## src/rtl/lab_ctrl_iface_pkg.sv

```systemverilog
// Shared definitions for the lab control front end: debounce FSM states,
// ctrl_q field positions and the byte-lane index width helper.
package lab_ctrl_iface_pkg;

    typedef enum logic [1:0] {
        IDLE      = 2'd0,
        PRESS_CNT = 2'd1,
        HELD      = 2'd2,
        REL_CNT   = 2'd3
    } deb_state_e;

    localparam int CTRL_W          = 9;
    localparam int CTRL_WRITE_BIT  = 0;
    localparam int CTRL_REGNUM_LSB = 1;
    localparam int CTRL_SHIFT_LSB  = 1;
    localparam int CTRL_ASEL_BIT   = 3;
    localparam int CTRL_VSEL_BIT   = 4;
    localparam int CTRL_LOADA_BIT  = 5;
    localparam int CTRL_ALUOP_LSB  = 5;
    localparam int CTRL_LOADB_BIT  = 6;
    localparam int CTRL_LOADC_BIT  = 7;
    localparam int CTRL_LOADS_BIT  = 8;

    // A single-lane word still needs a 1-bit lane index.
    function automatic int lane_width(input int data_w);
        return (data_w / 8 > 1) ? $clog2(data_w / 8) : 1;
    endfunction

endpackage

```

## src/rtl/key_debounce.sv

```systemverilog
// Pushbutton synchronizer and debounce FSM; press_pulse is high for the single
// cycle in which a press has been stable for DEBOUNCE_CYC samples.
module key_debounce
    import lab_ctrl_iface_pkg::*;
#(
    parameter int DEBOUNCE_CYC = 50000
) (
    input  logic clk,
    input  logic reset,
    input  logic key_n,
    output logic press_pulse
);
    localparam int              CNT_W    = $clog2(DEBOUNCE_CYC + 1);
    localparam logic [CNT_W-1:0] CNT_LAST = CNT_W'(DEBOUNCE_CYC - 1);
    localparam logic [CNT_W-1:0] CNT_ONE  = CNT_W'(1);

    logic       key_meta_q, key_sync_q;
    logic       pressed;
    deb_state_e state_d, state_q;
    logic [CNT_W-1:0] cnt_d, cnt_q;

    assign pressed = ~key_sync_q;

    // The sample that leaves IDLE/HELD already counts as the first stable one.
    always_comb begin
        state_d     = state_q;
        cnt_d       = cnt_q;
        press_pulse = 1'b0;
        unique case (state_q)
            IDLE: begin
                if (pressed) begin
                    state_d = PRESS_CNT;
                    cnt_d   = CNT_ONE;
                end
            end
            PRESS_CNT: begin
                if (!pressed) begin
                    state_d = IDLE;
                    cnt_d   = '0;
                end else if (cnt_q == CNT_LAST) begin
                    state_d     = HELD;
                    cnt_d       = '0;
                    press_pulse = 1'b1;
                end else begin
                    cnt_d = cnt_q + CNT_ONE;
                end
            end
            HELD: begin
                if (!pressed) begin
                    state_d = REL_CNT;
                    cnt_d   = CNT_ONE;
                end
            end
            REL_CNT: begin
                if (pressed) begin
                    state_d = HELD;
                    cnt_d   = '0;
                end else if (cnt_q == CNT_LAST) begin
                    state_d = IDLE;
                    cnt_d   = '0;
                end else begin
                    cnt_d = cnt_q + CNT_ONE;
                end
            end
            default: begin
                state_d = IDLE;
                cnt_d   = '0;
            end
        endcase
    end

    always_ff @(posedge clk) begin
        if (reset) begin
            key_meta_q <= 1'b1;
            key_sync_q <= 1'b1;
            state_q    <= IDLE;
            cnt_q      <= '0;
        end else begin
            key_meta_q <= key_n;
            key_sync_q <= key_meta_q;
            state_q    <= state_d;
            cnt_q      <= cnt_d;
        end
    end

endmodule

```

## src/rtl/lab_ctrl_iface.sv

```systemverilog
// Switch/pushbutton front end: assembles a data word byte by byte in data mode
// and loads a 9-bit control word (with a dp_en strobe) in control mode.
module lab_ctrl_iface
    import lab_ctrl_iface_pkg::*;
#(
    parameter int DATA_W       = 16,
    parameter int DEBOUNCE_CYC = 50000
) (
    input  logic                          clk,
    input  logic                          reset,
    input  logic                          key_n,
    input  logic [9:0]                    SW,
    output logic [DATA_W-1:0]             datapath_in,
    output logic [2:0]                    readnum,
    output logic [2:0]                    writenum,
    output logic [1:0]                    shift,
    output logic [1:0]                    ALUop,
    output logic                          write,
    output logic                          vsel,
    output logic                          loada,
    output logic                          loadb,
    output logic                          asel,
    output logic                          bsel,
    output logic                          loadc,
    output logic                          loads,
    output logic                          dp_en,
    output logic [lane_width(DATA_W)-1:0] lane,
    output logic [8:0]                    LEDR
);
    localparam int               LANE_W    = lane_width(DATA_W);
    localparam int               NUM_LANES = DATA_W / 8;
    localparam logic [LANE_W-1:0] LANE_LAST = LANE_W'(NUM_LANES - 1);

    logic [9:0]        sw_meta_q, sw_sync_q;
    logic              mode, mode_prev_q, mode_rise;
    logic              step, data_step;
    logic [LANE_W-1:0] wr_lane, lane_d, lane_q;
    logic [DATA_W-1:0] datapath_d, datapath_q;
    logic [CTRL_W-1:0] ctrl_d, ctrl_q;
    logic              dp_en_d, dp_en_q;

    key_debounce #(.DEBOUNCE_CYC(DEBOUNCE_CYC)) u_key_debounce (
        .clk         (clk),
        .reset       (reset),
        .key_n       (key_n),
        .press_pulse (step)
    );

    assign mode      = sw_sync_q[9];
    assign mode_rise = mode & ~mode_prev_q;
    // A step in the same cycle as entering data mode must already use lane 0.
    assign wr_lane   = mode_rise ? '0 : lane_q;
    assign data_step = step & mode;

    for (genvar gi = 0; gi < NUM_LANES; gi++) begin : g_lane
        assign datapath_d[8*gi +: 8] = (data_step && wr_lane == LANE_W'(gi))
                                       ? sw_sync_q[7:0] : datapath_q[8*gi +: 8];
    end

    always_comb begin
        lane_d  = mode_rise ? '0 : lane_q;
        ctrl_d  = ctrl_q;
        dp_en_d = 1'b0;
        if (data_step) begin
            lane_d = (wr_lane == LANE_LAST) ? '0 : wr_lane + LANE_W'(1);
        end else if (step) begin
            ctrl_d  = sw_sync_q[CTRL_W-1:0];
            dp_en_d = 1'b1;
        end
    end

    always_ff @(posedge clk) begin
        if (reset) begin
            sw_meta_q   <= '0;
            sw_sync_q   <= '0;
            mode_prev_q <= 1'b0;
            lane_q      <= '0;
            datapath_q  <= '0;
            ctrl_q      <= '0;
            dp_en_q     <= 1'b0;
        end else begin
            sw_meta_q   <= SW;
            sw_sync_q   <= sw_meta_q;
            mode_prev_q <= mode;
            lane_q      <= lane_d;
            datapath_q  <= datapath_d;
            ctrl_q      <= ctrl_d;
            dp_en_q     <= dp_en_d;
        end
    end

    assign datapath_in = datapath_q;
    assign lane        = lane_q;
    assign dp_en       = dp_en_q;
    assign readnum     = ctrl_q[CTRL_REGNUM_LSB +: 3];
    assign writenum    = ctrl_q[CTRL_REGNUM_LSB +: 3];
    assign shift       = ctrl_q[CTRL_SHIFT_LSB +: 2];
    assign ALUop       = ctrl_q[CTRL_ALUOP_LSB +: 2];
    assign write       = ctrl_q[CTRL_WRITE_BIT];
    assign vsel        = ctrl_q[CTRL_VSEL_BIT];
    assign bsel        = ctrl_q[CTRL_VSEL_BIT];
    assign asel        = ctrl_q[CTRL_ASEL_BIT];
    assign loada       = ctrl_q[CTRL_LOADA_BIT];
    assign loadb       = ctrl_q[CTRL_LOADB_BIT];
    assign loadc       = ctrl_q[CTRL_LOADC_BIT];
    assign loads       = ctrl_q[CTRL_LOADS_BIT];
    assign LEDR        = mode ? ctrl_q : {1'b0, datapath_q[7:0]};

endmodule
```

## config.mk

```make
export PLATFORM = sky130hd
export DESIGN_NAME = lab_ctrl_iface
export DESIGN_NICKNAME = d
export VERILOG_FILES = /design/src/rtl/lab_ctrl_iface_pkg.sv /design/src/rtl/key_debounce.sv /design/src/rtl/lab_ctrl_iface.sv
export SDC_FILE = /design/constraint.sdc
export NUM_CORES = 1
export LEC_CHECK = 0
export ABC_CLOCK_PERIOD_IN_PS = 4550
export BUFFER_PORTS_ARGS = -buffer_cell sky130_fd_sc_hd__buf_2
export CAP_MARGIN = 30
export CORE_UTILIZATION = 40
export DETAILED_ROUTE_END_ITERATION = 12
export GPL_ROUTABILITY_DRIVEN = 0
export HOLD_SLACK_MARGIN = 0.05
export MAX_ROUTING_LAYER = met4
export PLACE_DENSITY = 0.67
export SYNTH_ARGS = -nofsm -noshare
export SYNTH_HDL_FRONTEND = slang
export SYNTH_SLANG_ARGS = --single-unit
```

## constraint.sdc

```tcl
create_clock -name clk -period 4.55 [get_ports clk]
set_clock_uncertainty 0.1 [all_clocks]
set_input_delay 0.91 -clock clk [delete_from_list [all_inputs] [get_ports clk]]
set_output_delay 0.91 -clock clk [all_outputs]
set_load 0.05 [all_outputs]
```

Word-level counts from Yosys, hierarchy flattened
Cells that the tools add are included.
- flip-flop bits (word level): 68
- bits in latches: 0
- RAM bits: 0
- bits in read-only memories: 0
- output and inout bits: 45
- memories: 0
- add/sub/neg operators: 2
- multiply operators: 0
- div/mod/pow operators: 0
- order comparisons: 0
- equal/unequal tests: 8
- shifts and indexed selects: 0
- muxes and demuxes: 21
- bitwise logic cells: 5
- reductions and logical operators: 7
- operators by type and width (cell ; number):
    2-to-1 mux 16 bit ; 5
    case mux 16 bit (4 select lines) ; 1
    adder 16 x 1 -> 16 bit, second input constant ; 1
    equality test 16 bit, second input constant ; 1
    2-to-1 mux 2 bit ; 6
    2-to-1 mux 9 bit ; 1
    case mux 2 bit (4 select lines) ; 1
    2-to-1 mux 1 bit ; 7
    equality test 2 bit, second input constant ; 2
    AND reduction 2 bit ; 2
    AND reduction 4 bit ; 1
    inequality test 3 x 1 -> 1 bit, second input constant ; 1
    inequality test 3 bit, second input constant ; 1
    NOT 1 bit ; 3
    bitwise AND 1 bit ; 2
    equality test 2 x 1 -> 1 bit, second input constant ; 1
    logical AND 1 bit ; 2
    logical NOT 2 bit ; 1
    inequality test 2 x 1 -> 1 bit, second input constant ; 1
    inequality test 2 bit, second input constant ; 1
    OR reduction 2 bit ; 1
    adder 1 bit, second input constant ; 1

Longest topological paths before layout
Gate-level depths: netlist of the first run.
- word-level depth: 7
- mapped depth: 9
- mapped depth without buffers: 7

Hierarchy
From an unflattened synthesis of the first run, not the netlist that was laid out.
- cell total of the unflattened synthesis: 287
- area, all modules: 2901.5 um^2
- by module, submodules not included (module ; instances ; cells an instance ; area each (um^2) ; sequential area each (um^2)):
    lab_ctrl_iface ; 1 ; 167 ; 1889.3 ; 960.9
    key_debounce ; 1 ; 120 ; 1012.2 ; 400.4

Worst setup path before layout of the first run
OpenSTA, ideal clock, no wires.
- path kind: flip-flop to flip-flop
- start point: register u_key_debounce.cnt_q[0]
- end point: register datapath_q[0], in the netlist datapath_in[0]
- library setup time: 0.128 ns
- data arrival time: 2.018 ns
- required time: 4.322 ns
- path slack: 2.305 ns
- cell stages (with the launch flop): 10
- clock period less this slack: 2.245 ns
- path through: dfxtp_1 -> ha_1 -> and3_1 -> nand4_1 -> clkbuf_1 -> nor2_1 -> ha_1 -> clkbuf_1 -> mux2i_1 -> nor2_1
- longest elaborated chain between the ends: 6
- RTL lines (item ; line ; source):
    start: declaration ; key_debounce.sv:20 ; logic [CNT_W-1:0] cnt_d, cnt_q;
    start signal: assignment ; key_debounce.sv:82 ; cnt_q <= cnt_d;
    equality test 16 bit ; key_debounce.sv:40 ; end else if (cnt_q == CNT_LAST) begin
    2-to-1 mux 1 bit ; key_debounce.sv:40 ;
    2-to-1 mux 1 bit ; key_debounce.sv:37 ; if (!pressed) begin
    2-to-1 mux 1 bit ; key_debounce.sv:29 ; unique case (state_q)
    bitwise AND 1 bit ; lab_ctrl_iface.sv:53 ; assign data_step = step & mode;
    logical AND 1 bit ; lab_ctrl_iface.sv:56 ; assign datapath_d[8*gi +: 8] = (data_step && wr_lane == LANE_W'(gi))
    end signal: assignment ; lab_ctrl_iface.sv:86 ; datapath_q <= datapath_d;
    end: declaration ; lab_ctrl_iface.sv:38 ; logic [DATA_W-1:0] datapath_d, datapath_q;
No other way between the ends.
A chain may end at the register's enable or synchronous reset.

Worst setup path in the final report of the first run
- start point: register u_key_debounce.cnt_q[7]
- end point: register datapath_q[4], in the netlist datapath_in[4]
The elaborated chain is that of the path after synthesis.

==> results.tsv, run 1 <==
stage	metric	value	unit
cts	clkTransAtPathRegs	0.08	ns
floorplan	fp.dieW	84.62	µm
floorplan	rows	29	
routing	routed_wl	5.536	mm
min_path	min_from	u_key_debounce.key_meta_q	
grt	grt_max_degree	59	
routing	ant_nets	0	
yosys	syn_area	0.002730	mm²
cts	cts_made_buffers	9	
yosys	yosys_warnings	0	
finish	fin_util	0.4942	
setup_path	reg2regPathDepth	6	
routing	drt_iter0_drc	143	
min_path	min_path_type	flip-flop to flip-flop	
cts	cts_hold_buf	0	
setup_path	reg2reg_to	datapath_in[4]	
routing	wl_per_cell	13.57	µm
placement	place.detailed.hpwl	3.673	mm
timing	setup_violations	0	
pwr	power_density	363.0	mW/mm²
pwr	power_frac_seq	0.529	
yosys	synth_most_common_cell	dfxtp_1	
floorplan	dieArea	0.007160	mm²
cts	cts_num_sinks	68	
cts	htreeDepth	3	
pwr	ir_drop	0.2189	mV
timing	period_needed	2.783	ns
timing	relSlewSlack	0.3725	
setup_path	cp-end-kind	flip-flop	
routing	dr.pass1.iters	6	
yosys	synth_edf_count	0	
finish	final-instance-count-excl-fill	408	
floorplan	io_pins	58	
cts	cts_tree	yes	
finish	drive_gt1_frac	0.2719	
cts	clockBufferDepth	2	
timing	setup-tns-final	0	ns
yosys	yosysTopAreaCellShare	0.4986	
cts	cts_root_buffer	clkbuf_8	
yosys	synthTopCellsByCount	dfxtp_1, nor2_1, nor2b_1	
placement	port_buffers	57	
yosys	synthesis.nets	298	
grt	grt_pass1_wl	9.266	mm
setup_path	rrSetupSlack	1.77	ns
routing	vias	2119	
yosys	netlist_top_cells_area	dfxtp_1, mux2i_1, nor2b_1	
yosys	synth_top_cell_by_area	dfxtp_1	
grt	overflow	0	
finish	final_nets	342	
floorplan	core_area	0.006459	mm²
timing	min_period_over_period	0.6117	
min_path	min_to	u_key_debounce.key_sync_q	
finish	multi_input_area	0.001225	mm²
pwr	pwr-share-clk	0.447	
finish	fillCellCount	600	
cts	cts_setup_buffers	0	
setup_path	start_kind	flip-flop	
grt	track_usage	0.1744	
timing	rsz0062_at_grt	no	
flow_run	drv_cap	0	
yosys	synthFlopType	dfxtp_1	
pwr	combinationalPowerShare	0.024	
routing	viasPerCell	5.194	
timing	max_freq	359.3	MHz
pwr	swShare	0.2336	
finish	syn2layout_area_growth	16.91	%
timing	tightest_slew	0.9345	ns
setup_path	worst_ep_arrival_time	2.91	ns
grt	first_global_vias	1960	
yosys	ys_ff_latch	68	
timing	final_hold_viol_count	0	
yosys	synthArstFlopShare	0	
cts	worstSkewPairLatency	0.36	ns
yosys	syn_avg_cell_area	9.681	µm²
yosys	synth_cell_types	39	
routing	drc	0	
placement	dp_cells	392	
setup_path	path_class	flip-flop to flip-flop	
pwr	p_switching	0.0002707	W
cts	post_cts_resized	0	
yosys	syn_inst	282	
setup_path	r2r-start	u_key_debounce.cnt_q[7]	
yosys	ys_seq_area_frac	0.4986	
setup_path	cp.required	4.68	ns
min_path	hold_depth	1	
outcome	status	complete, no violations	
placement	place_area	0.002983	mm²
timing	maxSlewViolCount	0	
pwr	p_leak	1.318	nW
finish	seq_area	0.001361	mm²
finish	n_antenna_cell	0	
pwr	p_int	0.0008879	W
floorplan	initial_core_util	0.4227	
setup_path	crit_fanout	11	
grt	antenna_found_initial	0	
finish	design_area	0.003192	mm²
floorplan	die_y	84.62	µm
==> registers in the layout, indices dropped and copies added (netlist names), named ones only <==
signal and cells:
datapath_in 16, u_key_debounce.cnt_q 16, u_key_debounce.key_sync_q 1, lane 1, sw_sync_q 10, ctrl_q 9
mode_prev_q 1, dp_en 1, u_key_debounce.key_meta_q 1, u_key_debounce.state_q 1, sw_meta_q 10
==> worst max-delay path, cell delays in order (launching register included) <==
cell and delay, ns:
dfxtp_1 0.38, nor4b_1 0.59, nand4_1 0.47, nor2_1 0.28, ha_1 0.51, mux2i_1 0.25, nor2_1 0.06
==> per-layer routing <==
| layer | vias to the layer above | wire, µm | global-route usage |
|---|---|---|---|
| met4 | 0 | 95 | 0.06626 |
| li1 | 1073 | - | - |
| met3 | 10 | 304 | 0.06490 |
| met1 | 980 | 2705 | 0.2196 |
| met2 | 56 | 2430 | 0.2542 |
| met5 | - | 0 | - |
==> worst max-delay path by stage <==
stage	startpoint	to	slack [ns]	cells past startpoint
floorplan	u_key_debounce.cnt_q[0]	datapath_in[0]	2.30	9
global placement	u_key_debounce.cnt_q[0]	datapath_in[10]	2.04	7
detailed placement	u_key_debounce.cnt_q[7]	datapath_in[4]	1.87	6
CTS	u_key_debounce.cnt_q[7]	datapath_in[4]	1.79	6
global route	u_key_debounce.cnt_q[7]	datapath_in[5]	1.52	6
finish	u_key_debounce.cnt_q[7]	datapath_in[4]	1.77	6
==> stage by stage <==
stage | setup slack [ns] | total power, W | hold slack (ns)
5_1_grt | 1.517 | 0.001209 | 0.3403
3_3_place_gp | 2.035 | 0.0006540 | 0.2964
3_5_place_dp | 1.867 | 0.0006550 | 0.2993
4_1_cts | 1.786 | 0.001170 | 0.3173
2_1_floorplan | 2.305 | 0.0006437 | 0.2895
6_report | 1.767 | 0.001159 | 0.3151
==> area by class of cell <==
| cell class | instances | share of cell area |
|---|---|---|
| Sequential cell | 68 | 0.4265 |
| Multi-Input combinational cell | 187 | 0.3838 |
| Timing Repair Buffer | 58 | 0.09173 |
| Clock buffer | 10 | 0.04312 |
| Tap cell | 77 | 0.03018 |
| Clock inverter | 6 | 0.02234 |
| Inverter | 2 | 0.002352 |
==> cell families (layout without fill, tap and decap cells) <==
group | count (synthesis) | after routing | synth area share
AOI/OAI and AO/OA | 45 | 45 | 0.09579
DFF | 68 | 68 | 0.4986
xor gates and xnor gates | 9 | 9 | 0.02887
adders and majority gates | 3 | 3 | 0.01375
and+or+nand+nor | 105 | 105 | 0.2149
buffers and inverters | 27 | 76 | 0.05270
muxes | 25 | 25 | 0.09533
==> power groups by stage <==
stage,Combinational [W],Clock [W],Sequential (W)
global route,0.0000320,0.000563,0.000614
CTS,0.0000286,0.000529,0.000612
finish,0.0000284,0.000518,0.000613
detailed placement,0.0000286,0,0.000626
floorplan,0.0000219,0,0.000622
global placement,0.0000279,0,0.000626
==> cells in the final DEF (no fill, tap or decap), types with 5 or more instances in the layout <==
master and instances:
a21oi_1 15, buf_2 57, clkbuf_8 10, dfxtp_1 68, mux2_2 8, mux2i_1 17, nand2_1 5, nand3_1 16
nor2_1 29, nor2b_1 21, o21ai_0 16, or3_1 6, xor2_1 8
(Power assumes the default switching activity.)
==> inputs of run 2 (changes only) <==
- ABC_CLOCK_PERIOD_IN_PS: 4550 -> 2600
- clock period: 4.55 -> 2.6 ns (I/O delays scaled with it)
==> run 2 against run 1 <==
Net effect:
- the flow now finishes with violations (DRC)
- setup slack worse by 1.5 ns
- total power up 71%
- worst hold slack worse by 0.049 ns
- first-iteration DRC count up 5.6%
- clock-buffer cell count down 1
- non-clock buffer count up 5
- critical path depth unchanged
- critical path type unchanged
- largest power group unchanged
==> results.tsv, run 2 (synthesis results as in run 1) <==
stage	metric	value	unit	change
outcome	status	finished with violations		was complete, no violations
outcome	violations	DRC		
setup_path	path_class	flip-flop to flip-flop		unchanged
routing	top_layer	met4		unchanged
pwr	power_density	615.0	mW/mm²	was 363.0 mW/mm²
placement	place.detailed.hpwl	3.691	mm	was 3.673 mm
timing	maxSlewViolCount	0		unchanged
pwr	ir_drop	0.4879	mV	was 0.2189 mV
cts	cts_root_buffer	clkbuf_8		unchanged
timing	period_needed	2.304	ns	was 2.783 ns
pwr	p_switching	0.0004514	W	was 0.0002707 W
finish	seq_area	0.001361	mm²	unchanged
setup_path	reg2regPathDepth	6		unchanged
routing	wl_met3	318	µm	was 304 µm
pwr	p_leak	1.348	nW	was 1.318 nW
floorplan	rows	29		unchanged
pwr	total_power	0.001980	W	was 0.001159 W
cts	cts_num_sinks	68		unchanged
pwr	combinationalPowerShare	0.027		was 0.024
cts	cts_hold_buf	0		unchanged
timing	setup-tns-final	0	ns	unchanged
min_path	min_from	key_n		was u_key_debounce.key_meta_q
routing	vias	2110		was 2119
cts	clkTransAtPathRegs	0.07	ns	was 0.08 ns
grt	grt_pass1_wl	9.239	mm	was 9.266 mm
setup_path	reg2reg_to	datapath_in[10]		was datapath_in[4]
routing	met1Wirelength	2.724	mm	was 2.705 mm
setup_path	rrSetupSlack	0.30	ns	was 1.77 ns
routing	wl_per_cell	13.28	µm	was 13.57 µm
cts	cts_made_buffers	9		unchanged
finish	final_cell_mix	dfxtp_1, buf_2, nor2_1		unchanged
setup_path	cp-end-kind	flip-flop		unchanged
cts	cts_tree	yes		unchanged
grt	grt_max_degree	57		was 59
timing	fin_hold_ws	0.2665	ns	was 0.3151 ns
pwr	pwr-share-clk	0.432		was 0.447
timing	relSlewSlack	0.6415		was 0.3725
cts	post_cts_resized	0		unchanged
routing	drc	3		was 0
finish	fillCellCount	604		was 600
setup_path	worst_ep_arrival_time	2.41	ns	was 2.91 ns
timing	final_hold_viol_count	0		unchanged
finish	final_nets	347		was 342
timing	rsz0062_at_grt	no		unchanged
pwr	power_frac_seq	0.541		was 0.529
placement	dp_cells	397		was 392
setup_path	critical-path-slowest-cell	nor4b_1		unchanged
finish	n_antenna_cell	0		unchanged
floorplan	die_y	84.62	µm	unchanged
grt	first_global_vias	1922		was 1960
floorplan	io_pins	58		unchanged
routing	viasPerCell	5.109		was 5.194
routing	dr.pass1.iters	8		was 6
placement	port_buffers	57		unchanged
routing	routed_wl	5.485	mm	was 5.536 mm
min_path	hold_depth	2		was 1
setup_path	slowest_delay	0.53	ns	was 0.59 ns
routing	ant_nets	0		unchanged
floorplan	initial_core_util	0.4227		unchanged
min_path	min_to	u_key_debounce.key_meta_q		was u_key_debounce.key_sync_q
flow_run	drv_cap	0		unchanged
pwr	swShare	0.2280		was 0.2336
finish	syn2layout_area_growth	17.92	%	was 16.91%
setup_path	crit_fanout	8		was 11
timing	setup_violations	0		unchanged
pwr	p_int	0.001529	W	was 0.0008879 W
cts	cts_setup_buffers	0		unchanged
finish	multi_input_area	0.001225	mm²	unchanged
timing	max_freq	433.9	MHz	was 359.3 MHz
setup_path	cp.required	2.70	ns	was 4.68 ns
grt	track_usage	0.1720		was 0.1744
cts	worstSkewPairLatency	0.33	ns	was 0.36 ns
grt	antenna_found_initial	0		unchanged
cts	htreeDepth	3		unchanged
routing	met2_length	2.412	mm	was 2.430 mm
finish	final-instance-count-excl-fill	413		was 408
floorplan	core_area	0.006459	mm²	unchanged
routing	drt_iter0_drc	151		was 143
setup_path	cp_cell_sequence	nor4b_1 > nand4_1 > nor2_1 > ha_1 > mux2i_1 > nor2_1		unchanged
min_path	min_path_type	primary input to flip-flop		was flip-flop to flip-flop
finish	mostFrequentLayoutCell	dfxtp_1		unchanged
timing	min_period_over_period	0.8863		was 0.6117
setup_path	r2r-start	u_key_debounce.cnt_q[7]		unchanged
cts	clockBufferDepth	2		unchanged
floorplan	dieArea	0.007160	mm²	unchanged
floorplan	fp.dieW	84.62	µm	unchanged
setup_path	crit_top_cell	nor2_1		unchanged
finish	drive_gt1_frac	0.2827		was 0.2719
grt	overflow	0		unchanged
setup_path	start_kind	flip-flop		unchanged
timing	tightest_slew	0.5303	ns	was 0.9345 ns
==> run 2: power groups by stage <==
stage	registers (W)	clock network [W]	logic, W
finish	0.00107	0.000856	0.0000527
global route	0.00107	0.000938	0.0000592
CTS	0.00107	0.000880	0.0000530
detailed placement	0.00110	0	0.0000531
global placement	0.00109	0	0.0000530
floorplan	0.00109	0	0.0000383
==> run 2: critical path, delay by kind of cell, from the launching register on <==
kind          cells  cell delay, ns
flops             1            0.38
simple gates      4            0.97
mux               1            0.27
fa+ha+maj         1            0.46
==> run 2: how the worst max path moves through the flow <==
stage,cells after the start,to,slack (ns),startpoint
after global routing,6,datapath_in[10],0.08,u_key_debounce.cnt_q[7]
after global placement,6,datapath_in[12],0.41,u_key_debounce.cnt_q[7]
after detailed placement,6,datapath_in[10],0.32,u_key_debounce.cnt_q[7]
after floorplan,9,datapath_in[0],0.35,u_key_debounce.cnt_q[0]
final,6,datapath_in[10],0.30,u_key_debounce.cnt_q[7]
after CTS,6,datapath_in[10],0.29,u_key_debounce.cnt_q[7]
==> run 2: per-stage QoR <==
step | utilization | area [µm²] | setup slack, ns
3_5_place_dp | 0.4676 | 3020 | 0.3186
5_1_grt | 0.4985 | 3219 | 0.08351
3_3_place_gp | 0.4676 | 3020 | 0.4132
4_1_cts | 0.4985 | 3219 | 0.2911
2_1_floorplan | - | 2730 | 0.3546
6_report | 0.4985 | 3219 | 0.2955
==> run 2: layout make-up <==
cell class / instances / area share
Sequential cell: 68 / 0.4229
Clock buffer: 9 / 0.03848
Multi-Input combinational cell: 187 / 0.3805
Inverter: 2 / 0.002332
Timing Repair Buffer: 63 / 0.1026
Tap cell: 77 / 0.02993
Clock inverter: 7 / 0.02332
==> run 2: routing by layer <==
metal | up-vias | GRT usage
li1 | 1076 | -
met1 | 969 | 0.2304
met2 | 63 | 0.2446
met3 | 2 | 0.05605
met4 | 0 | 0.05547
met5 | - | -
